**config.mk**
```make
export PLATFORM = sky130hd
export DESIGN_NAME = alu_cmd_sequencer
export DESIGN_NICKNAME = d
export VERILOG_FILES = /design/src/rtl/alu_cmd_sequencer.sv
export SDC_FILE = /design/constraint.sdc
export NUM_CORES = 1
export LEC_CHECK = 0
export CORE_MARGIN = 8
export CORE_UTILIZATION = 42
export CTS_CLUSTER_DIAMETER = 60
export DETAILED_ROUTE_END_ITERATION = 12
export PLACE_DENSITY_LB_ADDON = 0.2
export SETUP_SLACK_MARGIN = 0.1
export SYNTH_ARGS = -nofsm -noshare
export SYNTH_HDL_FRONTEND = slang
export SYNTH_SLANG_ARGS = --single-unit
```
**constraint.sdc**
```tcl
create_clock -name clk -period 1.6 [get_ports clk]
set_input_delay 0.24 -clock clk [delete_from_list [all_inputs] [get_ports clk]]
set_output_delay 0.24 -clock clk [all_outputs]
set_load 0.005 [all_outputs]
```
**src/rtl/alu_cmd_sequencer.sv**
```systemverilog
// Command generator for the SimpleALU port. It turns (a, b) operand pairs into the
// STO/STO/MUL/ADD sequence that accumulates sum(a*b). Define ALU_SEQ_AVG_EN to end each run with a mean.
module alu_cmd_sequencer #(
  parameter int ACC_REG = 2,
  parameter int A_REG   = 0,
  parameter int B_REG   = 1
) (
  input  logic        clk,
  input  logic        rst,
  input  logic        start,
  input  logic        in_valid,
  output logic        in_ready,
  input  logic [3:0]  in_a,
  input  logic [3:0]  in_b,
  input  logic        in_last,
  output logic [15:0] cmd,
  output logic        cmd_valid,
  output logic        busy,
  output logic        done
);

  localparam logic [3:0] OP_STO = 4'd1;
  localparam logic [3:0] OP_ADD = 4'd2;
  localparam logic [3:0] OP_MUL = 4'd4;
`ifdef ALU_SEQ_AVG_EN
  localparam logic [3:0] OP_DIV = 4'd5;
`endif
  localparam logic [3:0] ACC_R = ACC_REG[3:0];
  localparam logic [3:0] A_R   = A_REG[3:0];
  localparam logic [3:0] B_R   = B_REG[3:0];

  typedef enum logic [3:0] {
    S_IDLE, S_CLR, S_WAIT, S_LDA, S_LDB, S_MUL, S_ACC, S_AVL, S_AVD, S_FIN
  } state_t;

  state_t      state_q, state_d;
  logic [3:0]  a_q, a_d, b_q, b_d;
  logic        last_q, last_d;
  logic [15:0] cmd_q, cmd_d;
  logic        cmd_vld_q, cmd_vld_d;
`ifdef ALU_SEQ_AVG_EN
  logic [3:0]  cnt_q, cnt_d;
`endif

  always_ff @(posedge clk or posedge rst) begin
    if (rst) begin
      state_q   <= S_IDLE;
      a_q       <= '0;
      b_q       <= '0;
      last_q    <= 1'b0;
      cmd_q     <= '0;
      cmd_vld_q <= 1'b0;
`ifdef ALU_SEQ_AVG_EN
      cnt_q     <= '0;
`endif
    end else begin
      state_q   <= state_d;
      a_q       <= a_d;
      b_q       <= b_d;
      last_q    <= last_d;
      cmd_q     <= cmd_d;
      cmd_vld_q <= cmd_vld_d;
`ifdef ALU_SEQ_AVG_EN
      cnt_q     <= cnt_d;
`endif
    end
  end

  always_comb begin
    state_d   = state_q;
    a_d       = a_q;
    b_d       = b_q;
    last_d    = last_q;
    cmd_d     = 16'h0000;
    cmd_vld_d = 1'b0;
`ifdef ALU_SEQ_AVG_EN
    cnt_d     = cnt_q;
`endif
    unique case (state_q)
      S_IDLE: begin
        if (start) begin
          state_d = S_CLR;
`ifdef ALU_SEQ_AVG_EN
          cnt_d   = '0;
`endif
        end
      end
      S_CLR:  state_d = S_WAIT;
      S_WAIT: begin
        if (in_valid) begin
          a_d     = in_a;
          b_d     = in_b;
          last_d  = in_last;
          state_d = S_LDA;
`ifdef ALU_SEQ_AVG_EN
          cnt_d   = (cnt_q == 4'd15) ? 4'd15 : cnt_q + 4'd1;
`endif
        end
      end
      S_LDA:  state_d = S_LDB;
      S_LDB:  state_d = S_MUL;
      S_MUL:  state_d = S_ACC;
      S_ACC: begin
`ifdef ALU_SEQ_AVG_EN
        state_d = last_q ? S_AVL : S_WAIT;
`else
        state_d = last_q ? S_FIN : S_WAIT;
`endif
      end
      S_AVL:  state_d = S_AVD;
      S_AVD:  state_d = S_FIN;
      S_FIN:  state_d = S_IDLE;
      default: state_d = S_IDLE;
    endcase

    // The command register is loaded on the edge that enters an emit state, so it decodes
    // the next state. It also uses the next operand values: a pair captured on this edge
    // appears in the command at once.
    unique case (state_d)
      S_CLR: begin cmd_d = {OP_STO, ACC_R, 4'h0, 4'h0};  cmd_vld_d = 1'b1; end
      S_LDA: begin cmd_d = {OP_STO, A_R, a_d, 4'h0};     cmd_vld_d = 1'b1; end
      S_LDB: begin cmd_d = {OP_STO, B_R, b_d, 4'h0};     cmd_vld_d = 1'b1; end
      S_MUL: begin cmd_d = {OP_MUL, B_R, B_R, A_R};      cmd_vld_d = 1'b1; end
      S_ACC: begin cmd_d = {OP_ADD, ACC_R, ACC_R, B_R};  cmd_vld_d = 1'b1; end
`ifdef ALU_SEQ_AVG_EN
      S_AVL: begin cmd_d = {OP_STO, A_R, cnt_d, 4'h0};   cmd_vld_d = 1'b1; end
      S_AVD: begin cmd_d = {OP_DIV, ACC_R, ACC_R, A_R};  cmd_vld_d = 1'b1; end
`endif
      default: ;
    endcase
  end

  assign cmd       = cmd_q;
  assign cmd_valid = cmd_vld_q;
  assign in_ready  = (state_q == S_WAIT);
  assign busy      = (state_q != S_IDLE);
  assign done      = (state_q == S_FIN);

endmodule

```
### Yosys cells after proc, flatten, opt, wreduce, memory -nomap -nowiden

Cells that the tools add are included.
W data, S select, Z words.

| storage, ports and cells | value |
|---|---|
| output and inout port bits | 20 |
| bits in read-only memories | 0 |
| word-level logic and storage cells | 34 |
| flip-flop bits (word level) | 30 |
| memories kept | 0 |
| bits in latches | 0 |
| bits of input ports | 13 |
| memory bits (writable) | 0 |

| operators by class | value |
|---|---|
| eq/ne operators | 14 |
| bitwise gates (word level) | 0 |
| divide/modulo/power cells | 0 |
| order comparisons | 0 |
| shift-type cells | 0 |
| multiplexer cells | 10 |
| $add $sub $neg | 0 |
| reductions and logical operators | 4 |
| $mul | 0 |

Operator list:

| operator | count |
|---|---|
| $pmux W15 S5 | 1 |
| $pmux W4 S9 | 1 |
| $eq A4 B3 Y1 const B | 7 |
| $mux W4 | 7 |
| $eq A4 B2 Y1 const B | 3 |
| $eq A4 B1 Y1 const B | 2 |
| $eq A4 B4 Y1 const B | 2 |
| $reduce_or A5 Y1 | 1 |
| $logic_not A4 Y1 | 1 |
| $reduce_bool A4 Y1 | 1 |
| $reduce_and A2 Y1 | 1 |
| $mux W1 | 1 |

### Longest topological paths before layout

| depth | value |
|---|---|
| depth in word-level cells | 5 |
| mapped depth | 4 |

### Worst setup path after synthesis

No wires, ideal clock.

| timing path | value |
|---|---|
| path type | flip-flop to flip-flop |
| start point | reg state_q[2] |
| end point | reg b_q[0] |
| data arrival time | 1.180 ns |
| stages on the path, launching flop included | 5 |
| required time | 1.475 ns |
| slack | 0.295 ns |
| setup time | 0.125 ns |
| cells stage by stage | dfrtp_1 nand3b_4 nor3_4 buf_6 mux2_2 |

| on the way | value |
|---|---|
| longest elaborated chain between the ends | 2 |

Ends and longest elaborated chain:

| item | line | RTL |
|---|---|---|
| start, declared | 36 | `state_t state_q, state_d;` |
| start signal, assigned | 57 | `state_q <= state_d;` |
| $eq A4 B2 Y1 | 79 | `unique case (state_q)` |
| $mux W4 | 79 |  |
| net b_d[0] | 37 | `logic [3:0] a_q, a_d, b_q, b_d;` |
| end signal, assigned | 49 | `b_q <= '0;` |
| end signal, assigned | 59 | `b_q <= b_d;` |
| end, declared | 37 |  |

The timed path passes the listed nets, and every way through them passes these cells.
A chain may end at the register's enable or synchronous reset.

### Worst setup path in the final report

| timing path | value |
|---|---|
| start point | reg state_q[2] |
| end point | reg b_q[2] |

The elaborated chain is that of the path after synthesis.

==> results.yml <==
yosys:
  synthFlopType: "dfrtp_1"
  postSynthCellCount: 80
  synth.avg_cell_area_um2: 11.3
  ys_seq_area_share_pct: 52.7
  synth_top_area_share_pct: 52.7
  synth_area_um2: 902
  synthArstFlopShare_pct: 100
  yosysWarningCount: 0
  synth_seq_cells: 19
  synth-edff-count: 0
  netlist-cell-type-count: 30
  yosysTopAreaCell: "dfrtp_1"
  synthTopCellsByArea: "dfrtp_1, buf_4, mux2_2"
global_route:
  grt_use_total_pct: 12.6
  antenna_found_initial: 0
  grt_pass1_vias: 887
  grt_pass1_wl_um: 4110
  grt-ovfl-total: 0
  grt_max_degree: 20
place:
  portBuffers: 26
  dp_slack_ns: -0.0569
  dp_hpwl_um: 1550
  place_congestion: 0.872
worst_setup_path:
  cp-end-kind: "flop"
  crit_start: "state_q[2]"
  path_common_cell: "buf_6"
  cp_cell_sequence: "buf_6 > buf_6 > nand3b_4 > nor3_4 > buf_6 > mux2_4"
  slowest_stage: "dfrtp_2"
  reg2reg_from: "state_q[2]"
  max_stage_delay_ns: 0.43
  cp_max_fo: 7
  cp.arrival_ns: 1.77
  critical_path_class: "reg -> reg"
  cp.required_ns: 1.78
  cp-start-kind: "flop"
power_and_ir_drop:
  switching_share_pct: 33.3
  powerDensity_mw_per_mm2: 1790
  p_clk_share_pct: 9.1
  p_int_w: 0.00176
  switching_power_w: 0.000883
  p_leak_nw: 0.714
  ir_drop_v: 0.00105
  comb_power_share_pct: 61.3
  pwr-share-seq_pct: 29.6
  finalPower_w: 0.00265
cts:
  cts-hold-fix-buffers: 0
  clock_latency_ns: 0.29
  cts-root-buf: "clkbuf_4"
  path_clk_slew_ns: 0.11
  cts-htree-levels: 1
  cts_tree: "yes"
  numCtsBuffers: 3
  clk_path_buf_depth: 2
  cts.sinks: 19
route:
  wl_um: 2590
  vias: 817
  ant_nets: 0
  wl_met3_um: 158
  wl_per_cell_um: 15.9
  first_iter_violations: 25
  dr_wl_met2_um: 1280
  top_layer: "met4"
  dr.pass1.iters: 4
  vias_per_cell: 5.01
  drc: 0
  wirelength_met1_um: 1070
floorplanning:
  die_w_um: 62.3
  io_pins: 33
  rows: 16
  floorplan.initialDensity_pct: 45.1
  fp.dieArea_mm2: 0.00389
  core_area_mm2: 0.00200
  dieHeight_um: 62.3
timing:
  fmax_ghz: 0.626
  finClkSkew_ns: 0.00979
  hold_violations: 0
  tns_ns: 0
  fin_crit_ns: 1.60
  drv_slew: 0
  rsz0062_at_grt: "yes"
  setup_viol: 0
  setup_ws_ns: 0.00368
  period_share_pct: 99.8
  hold_ws_ns: 0.267
final_layout:
  fin_nets: 150
  fillers: 132
  drive_above_1_share_pct: 39.7
  antenna_cells: 0
  syn_to_final_growth_pct: 63.9
run:
  maxCapViolations: 0
status:
  status: "completed"
worst_hold_path:
  hold_path_class: "in -> async"
[placed cells by master, fill, tap and decap left out, types with 2 or more instances in the layout]
cell type        netlist  layout
nor2_4                 0       2
dfrtp_1               19      18
nand2_1                4       4
clkbuf_4               0       3
buf_4                  8      24
and3_1                 2       2
o21ai_0                3       3
inv_1                  3       3
nor2_1                 5       2
buf_6                  1       9
mux2_4                 0       5
clkdlybuf4s50_1        0      23
conb_1                 1       6
nor3b_1                2       2
buf_2                  3       2
a22o_1                 2       2
a21oi_1                4       4
[through the flow]
step	instances	instance area, um^2	util [%]
after floorplan	85	921	-
after global placement	139	1230	61.3
after detailed placement	139	1230	61.3
after CTS	159	1410	70.4
after global routing	163	1480	73.9
final	163	1480	73.9
[flip-flops by register name, indices dropped and copies added (netlist names)]
signal,cells
cmd,9
b_q,4
state_q,4
cmd_valid,1
last_q,1
[power groups by stage]
stage	Clock (W)	Sequential, W	Combinational (W)
final	0.000240	0.000784	0.00162
after detailed placement	0	0.000808	0.00108
after global placement	0	0.000803	0.00106
after global routing	0.000267	0.000804	0.00174
after CTS	0.000241	0.000760	0.00142
after floorplan	0	0.000805	0.000546
[routing by layer]
layer | vias up | global-route usage [%]
met3 | 8 | 4.30
met1 | 394 | 14.0
met2 | 34 | 21.0
li1 | 381 | -
met5 | - | 0
met4 | 0 | 6.27
[cell type report]
class	instances	area [um^2]	area share, %
timing repair buffer	59	527	35.6
sequential	19	477	32.2
multi-input combinational	51	404	27.3
tap	27	33.8	2.28
clock buffer	4	26.3	1.78
inverter	3	11.3	0.761
[worst paths after layout]
kind | end | slack (ns) | cells past startpoint
setup reg to reg | b_q[2] | 0.004 | 6
min in group clk | cmd[7] | 0.52 | 1
hold / removal | state_q[3] | 0.27 | 3
setup / recovery | b_q[2] | 0.004 | 6
max in group asynchronous | state_q[2] | 1.12 | 3
hold reg to reg | cmd[7] | 0.52 | 1
[worst max-delay path: cells and delay by family, from the launching register on]
kind          cells  cell delay [ns]
flops             1             0.43
simple gates      2             0.36
mux               1             0.30
buf+inv           3             0.39
[what timing repair did]
| item | 4_1_cts | 5_1_grt |
|---|---|---|
| hold endpoints to repair | 0 | 0 |
| setup endpoints to repair | 3 | 13 |
| pin swaps | 1 | 5 |
| gates resized for setup | 21 | 14 |
| buffers inserted | 16 | 4 |
[logic make-up (layout without fill, tap and decap cells)]
| family | count (synthesis) | after routing | share of synthesized area [%] |
|---|---|---|---|
| mux | 5 | 5 | 6.24 |
| flops | 19 | 19 | 52.7 |
| simple gates | 23 | 23 | 16.1 |
| other cells | 1 | 6 | 0.416 |
| buf+inv | 15 | 66 | 10.8 |
| compound gates | 17 | 17 | 13.7 |
[cell usage after synthesis, drive strengths merged, types with 2 or more instances]
cell type,instances
buf,12
nand3b,2
mux2,5
and3,2
nor3,3
o21ai,3
nor3b,2
inv,3
a22o,2
nor2,5
a21oi,4
dfrtp,19
nand2b,2
nand2,4
Power figures use the tool's default switching activity.
==> patch, RTL diff (same settings) <==
The parameter `A_REG` goes from 0 to 1.
--- a/src/rtl/alu_cmd_sequencer.sv
+++ b/src/rtl/alu_cmd_sequencer.sv
@@ -4,3 +4,3 @@
   parameter int ACC_REG = 2,
-  parameter int A_REG   = 0,
+  parameter int A_REG   = 1,
   parameter int B_REG   = 1
Formal check against the unedited RTL: not equivalent (a bounded check fails within 4 cycles, from zero or initial values and one cycle with rst high).
==> patch against the unedited design <==
- global-route usage decreased by 1.1 points
- final area is 3.4% higher
- wire length decreased by 5.8%
- total power grew 10%
- area after synthesis increased by 6.2%
- hold slack got worse by 33 ps
- critical endpoint is now cmd[5]
- setup slack improved by 29 ps
- sequential cell count rose by 1
==> patch: results (changes against the unedited design) <==
Outcome:
- The run finished with clean final reports.

Routing:
- The number of DRC markers after the initial detailed-route iteration is 11 (-56%).
- The post-detailed-route via-to-cell ratio is 4.96 (-1.0%).
- The post-detailed-routing wire length was 2440 um (-5.8%).

Global routing:
- The total routing resource utilization after global routing came to 11.5% (-1.1 points).
- The largest net degree at the start of global routing was 21 (+5.0%).

STA:
- The worst hold slack across all endpoints is 234 ps (-33.3 ps).
- The maximum clock skew at final layout is 8.79 ps (-1.01 ps).
- The ratio of final minimum period to clock period came to 98.0% (-1.8 points).

Yosys:
- The share of synthesized area spent on multiplexers is 6.92% (+0.68 points).
- The number of distinct library cells after synthesis is 34 (+13%).
- The average size of a mapped cell is 11.8 um2 (+4.9%).
- By area the synthesized netlist is led by dfrtp_1 (52%), mux2_2 (5.9%), buf_4 (5.5%), buf_6 (3.5%), nor4b_4 (2.5%).
- The sequential-to-total area share from yosys stat is 52.2% (-0.49 points).

Finish:
- The number of nets at the end of the flow is 145 (-3.3%).
- The flip-flop count of the largest register, all copies and words added is 10 (+1).
- The fill cell total of the finished layout is 155 (+17%).

Worst setup path:
- The critical-path maximum fanout came to 5 (-2).
- The internal reg-to-reg setup slack is 30 ps (+30 ps).
- The largest stage delay on the critical path came to 410 ps (-20 ps).
- The end of the worst register-to-register path is cmd[5].
- On the critical path, the stage with the largest delay is an instance of dfrtp_1.
- The most critical setup path has its startpoint at state_q[1].

Pwr:
- The static leakage was 0.716 nW (+0.32%).
- The maximum VDD drop is 0.00123 V (+17%).

Place:
- The placement-stage worst setup slack was -151 ps (-94.2 ps).
patch: changes by cell type in the layout (fill, tap and decap cells not counted), sizes merged, moves of 2 or more:
cell	unedited run	this run
buf	35	29
o31ai	0	2
nor3b	2	0
o21ai	3	1
nand2b	2	4
a21oi	4	2
and3	2	0
patch: power breakdown:
group / switching, W / internal [W] / total [W]
clock: 0.000161 / 0.000254 / 0.000414
combinational: 0.000662 / 0.00101 / 0.00167
sequential: 0.000108 / 0.000718 / 0.000826
total: 0.000931 / 0.00198 / 0.00291
patch: layout make-up:
class | instances | area share [%]
clock inverters | 1 | 1.96
well taps | 28 | 2.29
inverters | 3 | 0.736
repair buffers | 53 | 31.7
multi-input cells | 51 | 28.9
clock buffers | 3 | 1.47
flip-flops and latches | 20 | 33.0
patch: metal layers:
metal  up-vias  share of wire, %  GRT usage (%)
li1        370                 -              -
met1       385                40           12.7
met2        28                50           19.0
met3         6               7.0           3.48
met4         0               3.2           7.52
met5         -                 0              0
